<file path="config.mk">
export PLATFORM = sky130hd
export DESIGN_NAME = safe_digit_buffer
export DESIGN_NICKNAME = d
export VERILOG_FILES = /design/src/rtl/safe_pkg.sv /design/src/rtl/safe_digit_buffer.sv
export SDC_FILE = /design/constraint.sdc
export NUM_CORES = 1
export LEC_CHECK = 0
export ABC_AREA = 1
export CAP_MARGIN = 20
export CELL_PAD_IN_SITES_DETAIL_PLACEMENT = 1
export CELL_PAD_IN_SITES_GLOBAL_PLACEMENT = 1
export CORE_ASPECT_RATIO = 0.6
export CORE_UTILIZATION = 25
export DETAILED_ROUTE_END_ITERATION = 8
export MAX_ROUTING_LAYER = met4
export PLACE_DENSITY = 0.71
export RECOVER_POWER = 100
export SETUP_SLACK_MARGIN = 0.3
export SYNTH_ARGS = -nofsm -noshare
export SYNTH_HDL_FRONTEND = slang
export SYNTH_SLANG_ARGS = --single-unit
</file>
<file path="constraint.sdc">
create_clock -name clk -period 1.2 [get_ports clk]
set_input_delay 0.24 -clock clk [delete_from_list [all_inputs] [get_ports clk]]
set_output_delay 0.24 -clock clk [all_outputs]
set_load 0.05 [all_outputs]
</file>
<file path="src/rtl/safe_pkg.sv">
// Shared key codes and FSM state encoding for the safe code checker.
// The keypad scanner uses the same key constants.
package safe_pkg;

  localparam logic [3:0] KEY_MAX_DIGIT = 4'd9;
  localparam logic [3:0] KEY_ENTER     = 4'd10;
  localparam logic [3:0] KEY_STAR      = 4'd11;
  localparam logic [3:0] KEY_NONE      = 4'd13;

  typedef enum logic [2:0] {
    ST_IDLE,
    ST_ENTRY,
    ST_UNLOCKED,
    ST_LOCKOUT,
    ST_PROGRAM
  } state_e;

  function automatic logic is_digit(input logic [3:0] k);
    return k <= KEY_MAX_DIGIT;
  endfunction

endpackage

</file>
<file path="src/rtl/safe_digit_buffer.sv">
// Digit shift register with saturating count and overflow flag.
// Shared by code entry and reprogramming.
module safe_digit_buffer
  import safe_pkg::*;
#(
  parameter int CODE_LEN = 4
) (
  input  logic                  clk,
  input  logic                  rst,
  input  logic                  clr_i,
  input  logic                  shift_i,
  input  logic [3:0]            digit_i,
  input  logic [4*CODE_LEN-1:0] ref_i,
  output logic [4*CODE_LEN-1:0] buf_o,
  output logic [3:0]            count_o,
  output logic                  valid_o,
  output logic                  match_o
);

  localparam int BW = 4 * CODE_LEN;
  localparam logic [3:0] FULL = 4'(CODE_LEN);

  logic [BW-1:0] buf_q, buf_d;
  logic [BW+3:0] shifted;
  logic [3:0]    cnt_q, cnt_d;
  logic          ovf_q, ovf_d;

  assign shifted = {buf_q, digit_i};

  always_comb begin
    buf_d = buf_q;
    cnt_d = cnt_q;
    ovf_d = ovf_q;
    if (clr_i) begin
      buf_d = '0;
      cnt_d = '0;
      ovf_d = 1'b0;
    end else if (shift_i) begin
      buf_d = shifted[BW-1:0];
      if (cnt_q == FULL) ovf_d = 1'b1;
      else cnt_d = cnt_q + 4'd1;
    end
  end

  always_ff @(posedge clk) begin
    if (rst) begin
      buf_q <= '0;
      cnt_q <= '0;
      ovf_q <= 1'b0;
    end else begin
      buf_q <= buf_d;
      cnt_q <= cnt_d;
      ovf_q <= ovf_d;
    end
  end

  assign buf_o   = buf_q;
  assign count_o = cnt_q;
  assign valid_o = (cnt_q == FULL) && !ovf_q;
  assign match_o = valid_o && (buf_q == ref_i);

endmodule

</file>
==> results.md <==
- FF+latch count, synth: 21
- First-pass GRT wire length: 6830 um
- Slew @ Worst Pin: 0.353 ns
- Fin cells: 307
- Placer Congestion: 0.785
- Buf+Inv Stages, Crit Path: 2
- Worst hold path class: in2reg
- CTS tree: yes
- DRC viols: 0
- Failing checks: negative setup slack
- Syn nets: 182
- CP top delay family: simple AND/OR/NAND/NOR gates
- Chip width: 87.1 um
- Die Area: 0.00463 mm^2
- Worst path depth: 8
- Routed len/inst: 14.8 um
- Post-synthesis sequential area ratio: 0.387
- Post-route ant nets: 0
- TritonCTS Buffers: 3
- Hold depth: 4
- # Max-Cap Violations: 0
- Synth Instances: 156
- Largest net degree at the start of global routing: 17
- Slowest-stage cell, CP: dfxtp_1
- Placed cells: 294
- Worst EP arrival: 1.51 ns
- Critical path class: reg2out
- CP dominant cell by count: nand2_1
- Most frequent cells in the layout: 48 x nand2_1, 26 x buf_6, 22 x buf_12
- Max transition margin: 0.765
- CP peak stage delay: 0.33 ns
- Synth Warn #: 0
- Antenna violations before repair: 0
- Crit Path Max Fanout: 3
- Worst EP required: 0.96 ns
- Clock Path Buffers: 2
- Vias in the first global route: 1408
- Row count: 18
- Root Buffer: clkbuf_8
- Final setup margin: -0.554 ns
- Initial DRC Count: 38
- Final wirelength: 4550 um
- Share of cells above drive strength 1: 0.449
- DR vias: 1335
- Fin util: 0.577
- Syn Std Cell Area: 0.00109 mm^2
- Starting Density: 0.262
- Total track usage: 0.205
- Global route overflow: 0
- Ranking of synthesized cells by area: dfxtp_1 39%, nand2_1 17%, a21oi_1 8.3%, inv_1 7.9%, xor2_1 4.0%
- Setup crit end kind: output port
- Reg2Reg Depth: 12
- H-tree levels: 1
- Clock transition at the registers of the reported paths: 0.08 ns
- Largest area contributor in the netlist: dfxtp_1
- TritonRoute pass-1 iters: 4
- Hold Fails Final Rpt: 0
- CTS Hold Buffers Added: 0
- Top Ports: 46
- Vias per std cell: 4.35
- Skew final: 0.00193 ns
- Yosys cell types: 21
- # fillers: 512
- Clock Latency Late Sink: 0.26 ns
- CP startpoint kind: register
- CTS Sinks: 21
- Crit-path cells: inv_1 -> nand2_1 -> nand2_1 -> nand2_1 -> nor2_2 -> nand3_2 -> nor2_4 -> buf_12
- Slew Viols, Final: 0
- Worst vdd ir: 497 uV
- Status: finished, violations left
- Power density over the cells: 691 mW/mm^2
- Leakage power of the design: 1.07 nW
- Top cell type's share of synthesized area: 0.387
- ANT cells: 0
- Most common cell after layout, fill and taps aside: nand2_1
- RSZ-0062 raised after global routing: true
- P&R area growth vs syn: 120%
- Placeable Area: 0.00414 mm^2
- Post-layout net count: 274
- Minimum clock period: 1.75 ns
- Highest clock rate: 570 MHz
- Port bufs: 45
- # setup viols final: 9
- Mean Syn Cell Area: 6.97 um^2
- Final critical-path share of the clock period: 1.46
- Post-DP HPWL: 2960 um
- Die height: 53.1 um
metal layers:
| layer | up-vias | wire [um] | GRT usage |
|---|---|---|---|
| met3 | 9 | 199 | 0.0437 |
| met1 | 608 | 1980 | 0.235 |
| met2 | 45 | 2310 | 0.373 |
| li1 | 673 | - | - |
| met5 | - | 0 | - |
| met4 | 0 | 66 | 0.0492 |
timing repair:
item / in CTS / in global routing
buffers inserted: 8 / 1
resized for setup: 41 / 25
endpoints found under the setup margin: 43 / 36
pin swaps: 13 / 7
endpoints found under the hold margin: 0 / 0
cell type report:
type	instances	area, um^2	share of cell area
sequential	21	453	0.189
inverter	23	95.1	0.0397
clock buffer	4	45.0	0.0188
multi-input combinational	108	631	0.264
timing repair buffer	91	1090	0.457
tap	60	75.1	0.0314
power by group:
part           total (W)  switching, W  internal, W
clock network   0.000474      0.000237     0.000237
logic           0.000454      0.000224     0.000230
registers       0.000726     0.0000186     0.000708
cells in the mapped netlist:
cell and count:
clkbuf_8 1, buf_4 2, dfxtp_1 21, o21ai_1 4, nand2_1 49, nand3_1 4
nor2_1 8, nor3_1 1, buf_2 1, o21a_1 1, nand2_4 1, o21ai_0 8
nand3_4 1, inv_1 23, nor2_4 1, ha_1 2, xor2_1 5, a21oi_2 1
nor2_2 1, xnor2_1 3, a21oi_1 18
logic make-up after synthesis:
family          Yosys count  share of synthesized area
buf+inv                  27                      0.110
compound gates           32                      0.153
fa+ha+maj                 2                     0.0230
simple gates             66                      0.262
flops                    21                      0.387
xor+xnor                  8                     0.0644
flip-flops by register name, summed over array words and instances (netlist names):
name,flops
buf_o,16
count_o,4
ovf_q,1
worst reg2reg max path, stage by stage, from the launching register on:
cell     delay (ns)
dfxtp_4        0.36
inv_4          0.07
ha_4           0.14
nand3_4        0.09
buf_4          0.15
buf_6          0.11
buf_6          0.10
buf_6          0.10
buf_4          0.15
nand2_8        0.09
o21ai_1        0.07
nand2_1        0.05
nor2_1         0.03
final timing paths:
| kind | slack, ns | to | start |
|---|---|---|---|
| worst max-delay path | -0.55 | match_o | buf_o[13] |
| worst min-delay path | 0.33 | buf_o[9] | rst |
| worst max register to register | -0.42 | count_o[3] | count_o[0] |
| worst min register to register | 0.50 | count_o[1] | count_o[1] |
per-stage QoR:
stage | power, W | area (um^2) | setup slack [ns] | hold slack [ns] | TNS (ns)
floorplan | 0.000919 | 1150 | -0.498 | 0.380 | -0.574
global placement | 0.00116 | 2170 | -0.530 | 0.494 | -2.63
detailed placement | 0.00117 | 2170 | -0.545 | 0.498 | -3.62
CTS | 0.00167 | 2370 | -0.451 | 0.424 | -2.69
global route | 0.00174 | 2390 | -0.600 | 0.324 | -3.65
finish | 0.00165 | 2390 | -0.554 | 0.327 | -3.14
Power figures use the tool's default switching activity.
